`config.mk`:
```
export PLATFORM = sky130hd
export DESIGN_NAME = updown_counter_param_flat
export DESIGN_NICKNAME = d
export VERILOG_FILES = /design/src/rtl/updown_counter_param_if.sv /design/src/rtl/updown_counter_param.sv /design/src/flat_wrapper.sv
export SDC_FILE = /design/constraint.sdc
export NUM_CORES = 1
export LEC_CHECK = 0
export CAP_MARGIN = 0
export CORE_ASPECT_RATIO = 1.2
export CORE_UTILIZATION = 45
export CTS_CLUSTER_DIAMETER = 80
export DETAILED_ROUTE_END_ITERATION = 10
export PLACE_DENSITY_LB_ADDON = 0.25
export REMOVE_ABC_BUFFERS = 1
export SLEW_MARGIN = 20
export SYNTH_ARGS = -nofsm -noshare
export SYNTH_HDL_FRONTEND = slang
export SYNTH_SLANG_ARGS = --single-unit
```
`constraint.sdc`:
```
create_clock -name clock -period 2.2 [get_ports clock]
set_input_delay 0.44 -clock clock [delete_from_list [all_inputs] [get_ports clock]]
set_output_delay 0.44 -clock clock [all_outputs]
set_load 0.03 [all_outputs]
```
`src/rtl/updown_counter_param_if.sv`:
```
// updown_counter_param_if
//   Control/status bundle for updown_counter_param.
//   Inputs to the counter : clear, load, load_data, enable, up, step, saturate
//   Outputs of the counter: count, wrapped, sat_hit, at_max, at_zero
//   master modport drives the controls; slave modport is the counter itself.
interface updown_counter_param_if #(
    parameter int unsigned WIDTH = 8
);
    logic             clear;
    logic             load;
    logic [WIDTH-1:0] load_data;
    logic             enable;
    logic             up;
    logic [WIDTH-1:0] step;
    logic             saturate;
    logic [WIDTH-1:0] count;
    logic             wrapped;
    logic             sat_hit;
    logic             at_max;
    logic             at_zero;

    modport master (
        output clear, load, load_data, enable, up, step, saturate,
        input  count, wrapped, sat_hit, at_max, at_zero
    );

    modport slave (
        input  clear, load, load_data, enable, up, step, saturate,
        output count, wrapped, sat_hit, at_max, at_zero
    );
endinterface

```
`src/rtl/updown_counter_param.sv`:
```
// updown_counter_param
//   Parametrised up/down counter with modulus MAX_COUNT+1, programmable step,
//   synchronous clear/load, count enable and wrap-or-saturate behaviour.
//   Ports:
//     clock - rising-edge clock
//     reset - asynchronous active-low reset
//     bus   - updown_counter_param_if.slave (controls in, count/flags out)
//   count, wrapped, sat_hit are registered; at_max/at_zero decode count.
module updown_counter_param #(
    parameter int unsigned WIDTH     = 8,
    parameter int unsigned MAX_COUNT = 2**WIDTH - 1
) (
    input  logic                  clock,
    input  logic                  reset,
    updown_counter_param_if.slave bus
);
    // Extended-width constants so all range arithmetic fits without overflow.
    localparam logic [WIDTH:0] MAX_E = (WIDTH+1)'(MAX_COUNT);
    localparam logic [WIDTH:0] MOD_E = MAX_E + (WIDTH+1)'(1);

    logic [WIDTH-1:0] count_q, count_d;
    logic             wrapped_q, wrapped_d;
    logic             sat_hit_q, sat_hit_d;

    logic [WIDTH:0]   cnt_e;
    logic [WIDTH:0]   step_e;
    logic [WIDTH:0]   ld_e;
    logic [WIDTH:0]   sum_e;
    logic [WIDTH:0]   res_e;

    always_comb begin
        count_d   = count_q;
        wrapped_d = 1'b0;
        sat_hit_d = sat_hit_q;
        res_e     = '0;
        sum_e     = '0;

        cnt_e  = {1'b0, count_q};
        ld_e   = {1'b0, bus.load_data};
        step_e = {1'b0, bus.step};
        if (step_e > MAX_E) begin
            step_e = MAX_E;
        end

        if (bus.clear) begin
            count_d   = '0;
            sat_hit_d = 1'b0;
        end else if (bus.load) begin
            res_e     = (ld_e > MAX_E) ? MAX_E : ld_e;
            count_d   = res_e[WIDTH-1:0];
            sat_hit_d = 1'b0;
        end else if (bus.enable) begin
            if (bus.up) begin
                sum_e = cnt_e + step_e;
                if (sum_e <= MAX_E) begin
                    res_e = sum_e;
                end else if (bus.saturate) begin
                    res_e     = MAX_E;
                    sat_hit_d = 1'b1;
                end else begin
                    res_e     = sum_e - MOD_E;
                    wrapped_d = 1'b1;
                end
            end else begin
                if (step_e <= cnt_e) begin
                    res_e = cnt_e - step_e;
                end else if (bus.saturate) begin
                    res_e     = '0;
                    sat_hit_d = 1'b1;
                end else begin
                    // Add the modulus before subtracting so the result never goes negative.
                    res_e     = cnt_e + MOD_E - step_e;
                    wrapped_d = 1'b1;
                end
            end
            count_d = res_e[WIDTH-1:0];
        end
    end

    always_ff @(posedge clock or negedge reset) begin
        if (!reset) begin
            count_q   <= '0;
            wrapped_q <= 1'b0;
            sat_hit_q <= 1'b0;
        end else begin
            count_q   <= count_d;
            wrapped_q <= wrapped_d;
            sat_hit_q <= sat_hit_d;
        end
    end

    assign bus.count   = count_q;
    assign bus.wrapped = wrapped_q;
    assign bus.sat_hit = sat_hit_q;
    assign bus.at_max  = (count_q == MAX_E[WIDTH-1:0]);
    assign bus.at_zero = (count_q == '0);
endmodule

```
`src/flat_wrapper.sv`:
```
// flat-port wrapper written by rule: the top's interface ports become plain ports
module updown_counter_param_flat 
#(
    parameter int unsigned WIDTH     = 8,
    parameter int unsigned MAX_COUNT = 2**WIDTH - 1
)
  (clock, reset, bus_clear, bus_load, bus_load_data, bus_enable, bus_up, bus_step, bus_saturate, bus_count, bus_wrapped, bus_sat_hit, bus_at_max, bus_at_zero);
  updown_counter_param_if #(.WIDTH(WIDTH)) bus_i ();
  input  logic clock;
  input  logic reset;
  input wire logic [$bits(bus_i.clear)-1:0] bus_clear;
  input wire logic [$bits(bus_i.load)-1:0] bus_load;
  input wire logic [$bits(bus_i.load_data)-1:0] bus_load_data;
  input wire logic [$bits(bus_i.enable)-1:0] bus_enable;
  input wire logic [$bits(bus_i.up)-1:0] bus_up;
  input wire logic [$bits(bus_i.step)-1:0] bus_step;
  input wire logic [$bits(bus_i.saturate)-1:0] bus_saturate;
  output wire logic [$bits(bus_i.count)-1:0] bus_count;
  output wire logic [$bits(bus_i.wrapped)-1:0] bus_wrapped;
  output wire logic [$bits(bus_i.sat_hit)-1:0] bus_sat_hit;
  output wire logic [$bits(bus_i.at_max)-1:0] bus_at_max;
  output wire logic [$bits(bus_i.at_zero)-1:0] bus_at_zero;
  assign bus_i.clear = bus_clear;
  assign bus_i.load = bus_load;
  assign bus_i.load_data = bus_load_data;
  assign bus_i.enable = bus_enable;
  assign bus_i.up = bus_up;
  assign bus_i.step = bus_step;
  assign bus_i.saturate = bus_saturate;
  assign bus_count = bus_i.count;
  assign bus_wrapped = bus_i.wrapped;
  assign bus_sat_hit = bus_i.sat_hit;
  assign bus_at_max = bus_i.at_max;
  assign bus_at_zero = bus_i.at_zero;
  updown_counter_param #(.WIDTH(WIDTH), .MAX_COUNT(MAX_COUNT)) u_core (.clock(clock), .reset(reset), .bus(bus_i));
endmodule
```
==> impl.org, run 1 <==
** Run status
- Result of the run :: finished, violations left
- The checks that failed: setup timing.

** Timing
- Measured against its own limit, the worst slew margin works out to 68.0%.
- Subtracting the final worst setup slack from the clock period gives 2.51 ns.
- Once routing completed, OpenROAD measured the worst setup slack at -0.312 ns.
- Based on the critical path, the design can be clocked at up to 398 MHz.
- Max-slew violations :: 0
- Worst Tran Pin Value :: 0.478 ns
- Final Skew :: 0.00444 ns
- Setup repair after global routing could not meet its margin everywhere.
- Final setup violation count :: 10
- Final hold analysis gives a worst-case slack of 0.478 ns.
- Final clock period utilization by the worst path :: 114%
- The final hold violation count was 0.

** Drt
- Antenna-violating nets left :: 0
- Routed WL per cell :: 18.3 microns
- Residual DRC :: 0
- Iter 0 DRT Violations :: 116
- Vias post-DR :: 1715
- The final layout contains routed wiring with a total length of 5230 microns.
- The first detailed-routing pass took 4 iterations.
- Dividing the detail-routed via count by the number of cells gives 6.02.

** Floorplanning
- From left edge to right edge, the die measures 52.3 microns.
- During I/O placement, the number of pins put on the boundary was 35.
- Vert. Die Dim :: 62.4 microns
- After floorplanning, the core was sized to cover 2840 sq um.
- In this run the core area contains 21 standard-cell rows.
- Overall die area :: 3260 sq um
- For this configuration, the core starts out at a cell density of 48.2%.

** Finish
- The post-route netlist has 37.1% of its cells at a drive strength greater than 1.
- End-of-flow core utilization :: 81.4%
- Compared with the post-synthesis result, the final layout area differs by 68.9%.
- The finished layout holds 285 standard cells, fillers aside.
- Number of nets in the layout :: 294
- 0 antenna diodes ended up in the layout.

** Worst setup path
- Along the worst path, the maximum fanout reaches 2.
- WS Path Type :: input pin to flop
- STA classifies the critical path endpoint as a flop.
- Worst endpoint required time :: 2.36 ns
- The worst setup path is launched from an input pin.
- Worst Path Arrival :: 2.68 ns

** Global route
- The initial antenna violation count was 0.
- Congestion Overflow GR :: 0
- The via count of the first global-routing pass is 1684.
- Entering global routing, the biggest net connects 12 pins.
- The first global-routing pass estimated 7660 microns of wire.
- Overall track demand over capacity in global routing :: 31.2%

** Clocking
- The clock drives 10 sinks.
- Total of hold buffers inserted after clock tree synthesis :: 0
- TritonCTS buffer count :: 3
- After clock tree synthesis, the clock-pin slew on the worst setup and hold paths is 0.06 ns.
- The cell sitting at the root of the clock tree is a sky130_fd_sc_hd__clkbuf_4.
- For the worst-skew pair, the clock arrives at the later sink with an insertion delay of 0.27 ns.
- TritonCTS built the clock tree.
- The clock passes through at most 2 buffers.
- CTS built an H-tree with a depth of 1.

** Logic synthesis
- Portion of the post-synthesis area used by sequential elements :: 18.3%
- The cell count after synthesis came out at 165.
- Number of synthesized flops with an enable pin :: 0
- In this run the biggest area consumer among cell types represents 18.3% of the synthesized area.
- Cell with the most instances after synthesis :: sky130_fd_sc_hd__inv_1
- In this run, synthesis produced a sequential element count of 10.
- Library cell occupying the most area in the post-synthesis netlist :: sky130_fd_sc_hd__dfrtp_1
- Number of warnings printed during yosys synthesis :: 0
- In the synthesized netlist the async set-or-reset flop fraction comes to 100%.
- In the synthesized netlist the dominant register cell turns out to be sky130_fd_sc_hd__dfrtp_1.
- In this run the cell area of the synthesized design comes to 1370 sq um.
- Most used standard cells in the synthesized netlist :: 20 x sky130_fd_sc_hd__inv_1, 16 x sky130_fd_sc_hd__ha_1, 14 x sky130_fd_sc_hd__o21ai_0
- A synthesized cell averages 8.29 sq um.
- Number of different library cells in the post-synthesis netlist :: 41
- Cell types occupying the most area after synthesis :: sky130_fd_sc_hd__dfrtp_1 18%, sky130_fd_sc_hd__ha_1 15%, sky130_fd_sc_hd__inv_1 5.5%, sky130_fd_sc_hd__o21ai_0 5.1%, sky130_fd_sc_hd__xnor2_1 5.1%

** Min path
- Path category of the worst min-delay check :: input pin to asynchronous set/reset pin

** Placement
- The number of placed instances, taps included, is 274.
- The count of buffers added on input and output ports is 34.
- Detailed placement finished with a half-perimeter wire length of 3420 microns.
- At the placement stage, the worst setup path has a slack of -0.959 ns.
- The congestion estimate from routability-driven global placement came to 0.901.

** Power
- For this design the ratio of total power to cell area is 459 nW/um^2.
- Maximum ir drop on the vdd rail :: 0.000342 V
- The design draws 1.06 mW.
- For this design the static power due to leakage is 1.06 nW.

** Flow run
- Maxcap violations :: 0
==> critical path: stages <==
cell and delay (ns):
sky130_fd_sc_hd__dlygate4sd2_1 0.28, sky130_fd_sc_hd__ha_2 0.22, sky130_fd_sc_hd__inv_2 0.04, sky130_fd_sc_hd__fa_2 0.37, sky130_fd_sc_hd__a211oi_4 0.28, sky130_fd_sc_hd__buf_4 0.16, sky130_fd_sc_hd__o21bai_1 0.08, sky130_fd_sc_hd__a21oi_1 0.24
sky130_fd_sc_hd__xnor2_1 0.16, sky130_fd_sc_hd__a22oi_1 0.11, sky130_fd_sc_hd__a32o_2 0.29
==> cells by family after synthesis <==
family                     after synthesis  synth area share, %
AOI/OAI and AO/OA                       54                 27.9
xor gates and xnor gates                10                 6.40
adders and majority gates               18                 17.6
buffers and inverters                   25                 9.70
DFF                                     10                 18.3
muxes                                    1                0.823
and+or+nand+nor                         47                 19.3
==> placed cells by master, fill, tap and decap left out, types with 4 or more instances in the layout <==
cell type,synthesis,routed
sky130_fd_sc_hd__nand2_1,11,10
sky130_fd_sc_hd__ha_1,16,9
sky130_fd_sc_hd__o21ai_0,14,9
sky130_fd_sc_hd__inv_1,20,17
sky130_fd_sc_hd__buf_4,0,50
sky130_fd_sc_hd__buf_6,1,5
sky130_fd_sc_hd__nor2b_1,4,4
sky130_fd_sc_hd__ha_4,0,6
sky130_fd_sc_hd__nor2_1,13,12
sky130_fd_sc_hd__dlygate4sd2_1,0,4
sky130_fd_sc_hd__dfrtp_1,10,10
sky130_fd_sc_hd__xnor2_1,8,8
sky130_fd_sc_hd__clkdlybuf4s50_1,0,28
sky130_fd_sc_hd__a21oi_1,8,6
==> final cells by class <==
class / instances / area, sq um
timing repair buffer: 88 / 759
clock buffer: 3 / 22.5
fill: 174 / 528
multi-input combinational: 130 / 1160
tap: 34 / 42.5
sequential: 10 / 250
inverter: 20 / 75.1
==> where the power goes <==
part,switching [mW],total [mW],internal [mW]
clock network,0.0659,0.129,0.0634
logic,0.351,0.709,0.358
registers,0.0221,0.221,0.199
total,0.439,1.06,0.620
==> what timing repair did <==
item,in CTS,in global routing
pin swaps,16,10
setup buffers,5,4
endpoints found under the setup margin,10,12
resized for setup,34,15
==> state kept, by name, summed over array words and instances, names as in the netlist <==
signal	flops
u_core.bus.count	8
u_core.bus.sat_hit	1
u_core.bus.wrapped	1
==> metrics by stage <==
step | setup TNS, ns | cell area [sq um]
global placement | -8.31 | 2040
global route | -3.25 | 2310
finish | -2.58 | 2310
floorplan | -3.06 | 1310
CTS | -1.67 | 2220
detailed placement | -8.78 | 2040
==> routing by layer <==
layer  share of wire [%]  vias to the layer above  global-route usage, %
met1                  38                      803                   37.0
met5                   0                        -                      0
met3                 5.9                       29                   2.19
li1                    -                      781                      -
met2                  51                      102                   53.0
met4                 4.8                        0                   17.8
==> path summary, 6_finish.rpt <==
kind,startpoint,endpoint,slack [ns],depth (start not counted)
max,bus_step[0],u_core.bus.count[6],-0.31,11
min,reset,u_core.bus.count[6],0.48,1
max reg2reg,u_core.bus.count[0],u_core.bus.count[6],-0.31,11
min reg2reg,u_core.bus.sat_hit,u_core.bus.sat_hit,0.50,1
max in group asynchronous,reset,u_core.bus.count[4],1.41,1
min in group clock,u_core.bus.sat_hit,u_core.bus.sat_hit,0.50,1
No activity file was read; power rests on OpenSTA's default activity.
==> run 2, diff against run 1 <==
--- a/config.mk
+++ b/config.mk
@@ -9,6 +9,7 @@
 export CORE_ASPECT_RATIO = 1.2
 export CORE_UTILIZATION = 45
 export CTS_CLUSTER_DIAMETER = 80
+export CTS_CLUSTER_SIZE = 40
 export DETAILED_ROUTE_END_ITERATION = 10
 export PLACE_DENSITY_LB_ADDON = 0.25
 export REMOVE_ABC_BUFFERS = 1
==> results of run 2 <==
The final DEF is identical to that of run 1; final timing and power are the same.
==> run 3, diff against run 2 <==
--- a/config.mk
+++ b/config.mk
@@ -5,8 +5,8 @@
 export SDC_FILE = /design/constraint.sdc
 export NUM_CORES = 1
 export LEC_CHECK = 0
-export CAP_MARGIN = 0
 export CORE_ASPECT_RATIO = 1.2
+export CORE_MARGIN = 2
 export CORE_UTILIZATION = 45
 export CTS_CLUSTER_DIAMETER = 80
 export CTS_CLUSTER_SIZE = 40
==> run 3 against run 2 <==
  * The flow still finishes with violations (setup timing)
  * Critical path depth decreased by 1
  * Via count increased by 3.5%
  * Count of clock-buffer cells in the layout increased by 1
  * First-iteration DRC count unchanged
  * Largest cell class unchanged
  * Largest power group unchanged
==> impl.org, run 3 (synthesis results as in run 1) <==
** Placement
- GPL Wtd Cong :: 0.883 (-2.0%)
- Input/output buffers :: 34 (unchanged)
- The HPWL after detailed placement came to 3560 microns (+4.1%).
- Total placed instance area :: 2050 sq um (+0.74%)

** Global route
- The total routing resource utilization after global routing came to 30.8% (-0.41 points).
- The via count of the first global-routing pass came to 1702 (+1.1%).
- Wire length of the first global-routing pass :: 7940 microns (+3.6%)
- The global route total overflow came to 0 (unchanged).
- Largest net degree at the start of global routing :: 12 (unchanged)
- The initial antenna violation count is 0 (unchanged).

** Worst setup path
- Largest fanout on the critical path :: 2 (unchanged)
- The data required time of the critical path was 2.38 ns (+0.02 ns).
- WS Path Type :: flop to flop
- Endpoint class of the critical path :: flop
- Walking the worst path, the cells encountered are buf_6 > ha_4 > fa_2 > nand2b_4 > a221o_1 > buf_4 > buf_4 > a211oi_2 > o21ai_2 > a2111oi_2.
- The worst setup path is launched from a flop.
- The delay of the slowest critical-path stage was 0.39 ns (+0.02 ns).
- Worst Path Arrival :: 2.67 ns (about the same)
- In this design, the critical path's most frequently occurring cell is sky130_fd_sc_hd__buf_4.
- The slowest stage of the critical path is the sky130_fd_sc_hd__dfrtp_1 cell.

** Drt
- The routed wire length per instance came to 19.8 microns (+7.7%).
- Via count normalized by instance count :: 6.14 (+2.1%)
- Residual DRC :: 0 (unchanged)
- The remaining antenna violation count came to 0 (unchanged).
- The total vias in the final route was 1775 (+3.5%).
- The sum of routed wire length over all layers was 5710 microns (+9.3%).
- The detailed router's first-iteration violation count was 116 (unchanged).
- DRT Pass-1 Iters :: 5 (+1)

** Finish
- The share of final-layout standard cells stronger than drive strength 1 is 40.0% (+2.9 points).
- Most frequent standard cell in the layout excluding fill and tap cells :: sky130_fd_sc_hd__buf_4
- The number of antenna diodes is 0 (unchanged).
- The final net count was 297 (+1.0%).
- Max reg flops :: 8 (unchanged)
- Non-Filler Cell Area, Final :: 2390 sq um (+3.4%)
- Leaving out fill and tap cells, the most frequent cells in the layout are 54 x sky130_fd_sc_hd__buf_4, 28 x sky130_fd_sc_hd__clkdlybuf4s50_1, 16 x sky130_fd_sc_hd__inv_1, 13 x sky130_fd_sc_hd__nor2_1, 11 x sky130_fd_sc_hd__nand2_1.
- The area growth from synthesis to layout is 74.7%.

** Timing
- The final worst clock skew was 0.00824 ns (+0.00380 ns).
- Normalized max-slew margin :: 66.0% (-2.0 points)
- Final setup violation count :: 10 (unchanged)
- Minimum setup slack in the final design :: -0.290 ns (+0.0223 ns)
- Final hold viol count :: 0 (unchanged)
- The maximum clock rate was 402 MHz (+0.89%).
- Post-layout minimum cycle time :: 2.49 ns (-0.0223 ns)
- The final worst-path cycle share was 113% (-1.0 points).
- Setup repair after global routing could not meet its margin everywhere.
- The max-slew violation count is 0 (unchanged).
- The transition time of the tightest slew-check pin was 0.508 ns (+0.0299 ns).

** Power
- The leakage power was 1.05 nW (-0.87%).
- Ratio of total power to cell area :: 482 nW/um^2 (+5.1%)
- The worst-case vdd ir drop is 0.000406 V (+19%).
- The overall power was 1.15 mW (+8.7%).

** Run status
- Violated checks :: setup timing
- Result of the run :: finished, violations left

** Clocking
- Source-to-sink clock delay at the later pin of the worst-skew pair :: 0.29 ns (+0.02 ns)
- Buffer type at the clock tree root :: sky130_fd_sc_hd__clkbuf_4
- TritonCTS built the clock tree.
- Clk pin slew, worst setup/hold paths :: 0.08 ns (+0.02 ns)
- The buffer levels on the longest clock path came to 2 (unchanged).
- TritonCTS buffer count :: 3 (unchanged)
- The H-tree depth is 1 (unchanged).
- The TritonCTS sink count is 10 (unchanged).

** Floorplanning
- Core Footprint :: 2840 sq um (unchanged)
- Total number of placement rows :: 21 (unchanged)
- The top-level I/O count was 35 (unchanged).
- The die extent in x came to 54.3 microns (+3.8%).
- Vert. Die Dim :: 64.4 microns (+3.2%)
- Overall die area :: 3500 sq um (+7.2%)
- The starting density of the core is 48.2% (unchanged).

** Flow run
- The max-cap violation count came to 0 (unchanged).

** Min path
- Path category of the worst min-delay check :: input pin to asynchronous set/reset pin
run 3: changes by cell type in the layout (fill, tap and decap cells not counted), sizes merged:
cell / delta
dlymetal6s2s: -1
clkdlybuf4s15: +1
buf: +3
clkbuf: +1
run 3: metrics by stage:
step                TNS (ns)  setup slack (ns)  cells  hold slack [ns]  util [%]
finish                 -2.48            -0.290    289            0.479      84.2
global route           -3.10            -0.357    289            0.510      84.2
CTS                    -1.29            -0.172    286            0.488      79.5
detailed placement     -8.04            -0.869    276            0.478      72.3
global placement       -7.36            -0.791    276            0.477      72.3
floorplan              -3.06            -0.375    160            0.144         -
run 3: report_power, final:
part	leakage [nW]	total (mW)	switching (mW)	internal (mW)
registers	0.132	0.222	0.0229	0.199
logic	0.896	0.745	0.367	0.377
clock network	0.0210	0.184	0.0832	0.101
total	1.05	1.15	0.473	0.677
run 3: metal layers:
| layer | vias up | track usage, % | part of all wire [%] |
|---|---|---|---|
| met1 | 831 | 36.5 | 36 |
| met3 | 32 | 2.57 | 9.5 |
| met5 | - | 0 | 0 |
| met2 | 130 | 53.0 | 49 |
| li1 | 782 | - | - |
| met4 | 0 | 15.0 | 5.1 |
run 3: repair_timing:
action                                  CTS  global route
pin swaps                                17            19
gates resized for setup                  34            25
setup buffers                             6             4
gates cloned                              0             0
hold buffers                              0             0
endpoints found under the setup margin   10            11
run 3: area by class of cell:
class	instances	area, sq um
Clock buffer	4	36.3
Fill cell	154	449
Inverter	20	75.1
Multi-Input combinational cell	130	1210
Sequential cell	10	251
Tap cell	34	42.5
Timing Repair Buffer	91	776
run 3: final timing paths:
check                                    start  slack (ns)  cells after the start             endpoint
setup / recovery           u_core.bus.count[0]       -0.29                     10   u_core.bus.wrapped
hold / removal                           reset        0.48                      1  u_core.bus.count[5]
setup reg to reg           u_core.bus.count[0]       -0.29                     10   u_core.bus.wrapped
hold reg to reg             u_core.bus.sat_hit        0.48                      1   u_core.bus.sat_hit
max in group asynchronous                reset        1.35                      1  u_core.bus.count[1]
min in group clock          u_core.bus.sat_hit        0.48                      1   u_core.bus.sat_hit
run 3: worst max-delay path: cells and delay by family, from the launching register on:
kind / cells / cell delay [ns]
buffers and inverters: 3 / 0.41
AND/OR/NAND/NOR: 1 / 0.06
flip-flops: 1 / 0.39
AO/OA/AOI/OAI: 4 / 1.15
adder cells (fa/ha/maj): 2 / 0.36
==> edit: new RTL, flow settings as in run 1 <==
Make the reset (`reset`) synchronous in one clocked block. Comments in the files are not updated.
--- a/src/rtl/updown_counter_param.sv
+++ b/src/rtl/updown_counter_param.sv
@@ -77,7 +77,7 @@
         end
     end
 
-    always_ff @(posedge clock or negedge reset) begin
+    always_ff @(posedge clock) begin
         if (!reset) begin
             count_q   <= '0;
             wrapped_q <= 1'b0;
Formal check against the unedited RTL: differs if reset is asserted again (counterexample within 4 cycles, from zero or initial values and one cycle with reset low); with reset held inactive, the same outputs for 10 cycles.
==> edit against run 1 <==
The flow still finishes with violations (setup timing). Routed wire length grew 9.3%. Sequential cell count is the same. Final area grew 1.3%. Synthesized area grew 0.46%. Count of clock-buffer cells in the layout grew 1. Die area grew 0.44%. Combinational power shrank 29%. Power shrank 18%. Worst setup slack gained 200 ps. Worst hold slack gained 51 ps. Critical path type is now flop to flop. Critical endpoint is now u_core.bus.count[5]$_SDFFE_PP0P_. Largest cell class unchanged.
==> edit: results (changes against run 1) <==
status complete, but fails checks (unchanged); failing checks setup timing (unchanged); GRT Overall Usage 33.7% (was 31.2%); register area share after synthesis 14.6% (was 18.3%); ys async rst share 0% (was 100%); Netlist cell types 45 (was 41); dominant cells by area after synthesis dfxtp_1, ha_1, a21oi_1 (was dfrtp_1, ha_1, inv_1); cell count after placement 284 (was 274); total wire length 5.72 mm (was 5.23 mm); Post-Synthesis Cells 179 (was 165); GP Congestion 0.886 (was 0.901); drt wl/cell 19.4 um (was 18.3 um); peak fanout along the critical path 7 (was 2); final setup fails 9 (was 10); drt initial violations 112 (was 116); worst setup path startpoint u_core.bus.count[0]$_SDFFE_PP0P_ (was bus_step[0]); main flop type after synthesis dfxtp_1 (was dfrtp_1); vias per cell 6.31 (was 6.02); Leakage 0.00101 uW (was 0.00106 uW); nets@finish 303 (was 294); hpwl dp 3.74 mm (was 3.42 mm); synth cell count leaders nor2_1, ha_1, inv_1 (was inv_1, ha_1, o21ai_0); pre-CTS setup slack -725 ps (was -959 ps); number of fillers in the final layout 173 (was 174); via count of the first global-routing pass 1,783 (was 1,684); setup ws final -108 ps (was -312 ps); first-pass GRT wire length 8.34 mm (was 7.66 mm); Hold WC Path Type flop to flop (was primary input to async pin); dpl cell area 2060 um2 (was 2040 um2); worst slew pin tran 602 ps (was 478 ps); layout cells sized above 1 36.4% (was 37.1%)
edit: cell types whose count changed after synthesis, moves of 4 or more:
cell and delta:
clkbuf_1 +4, dfxtp_1 +10, xnor2_1 -4, nand2b_1 +7, inv_1 -4, a21oi_1 +7, dfrtp_1 -10, nand2_1 -4
nor2_1 +6, o311ai_0 +4, a32o_1 -5, o21ai_0 -8
edit: worst paths after layout:
kind,end,depth (start not counted)
setup reg to reg,u_core.bus.count[5]$_SDFFE_PP0P_,9
hold reg to reg,u_core.bus.sat_hit$_SDFFE_PP0P_,1
hold / removal,u_core.bus.sat_hit$_SDFFE_PP0P_,1
setup / recovery,u_core.bus.count[5]$_SDFFE_PP0P_,9
edit: area by class of cell:
class                   instances  area (um2)  area share (%)
clock buffers                   4        36.3            1.55
repair buffers                 85         717            30.6
flip-flops and latches         10         201            8.61
well taps                      34        42.5            1.82
inverters                      17        63.8            2.73
multi-input cells             145        1280            54.7
edit: per-layer routing:
metal | wire, um | vias up | track usage, %
li1 | - | 823 | -
met4 | 450 | 0 | 17.4
met3 | 512 | 41 | 4.38
met1 | 2030 | 869 | 37.9
met5 | 0 | - | 0
met2 | 2720 | 127 | 58.9
edit: worst max-delay path, delay by kind of cell, from the launching register on:
kind | cells | cell delay [ps]
AO/OA/AOI/OAI | 4 | 900
adder cells (fa/ha/maj) | 2 | 560
buffers and inverters | 1 | 130
flip-flops | 1 | 340
AND/OR/NAND/NOR | 2 | 240
edit: timing repair:
| action | 4_1_cts | 5_1_grt |
|---|---|---|
| setup endpoints to repair | 11 | 11 |
| setup buffers | 4 | 3 |
| endpoints found under the hold margin | 0 | 0 |
| gates resized for setup | 38 | 17 |
| pin swaps | 11 | 9 |
edit: logic make-up (layout without fill, tap and decap cells):
logic type	count (synthesis)	in the layout	synth area share, %
multiplexers	1	1	0.729
flip-flops	10	10	14.6
AO/OA/AOI/OAI	55	55	31.1
adder cells (fa/ha/maj)	18	18	17.5
buffers and inverters	24	106	6.83
XOR/XNOR	6	6	3.83
AND/OR/NAND/NOR	65	65	25.4
edit: per-stage QoR:
stage | hold WS [ps] | TNS [ps]
4_1_cts | 518 | -601
6_report | 529 | -652
2_1_floorplan | 516 | -1100
3_3_place_gp | 494 | -5550
3_5_place_dp | 503 | -6070
5_1_grt | 546 | -1270
edit: power breakdown:
| group | leakage, uW | switching (uW) | total (uW) | internal [uW] |
|---|---|---|---|---|
| clock | 0.0000210 | 68.6 | 169 | 101 |
| combinational | 0.000903 | 254 | 500 | 246 |
| sequential | 0.0000821 | 13.2 | 203 | 189 |
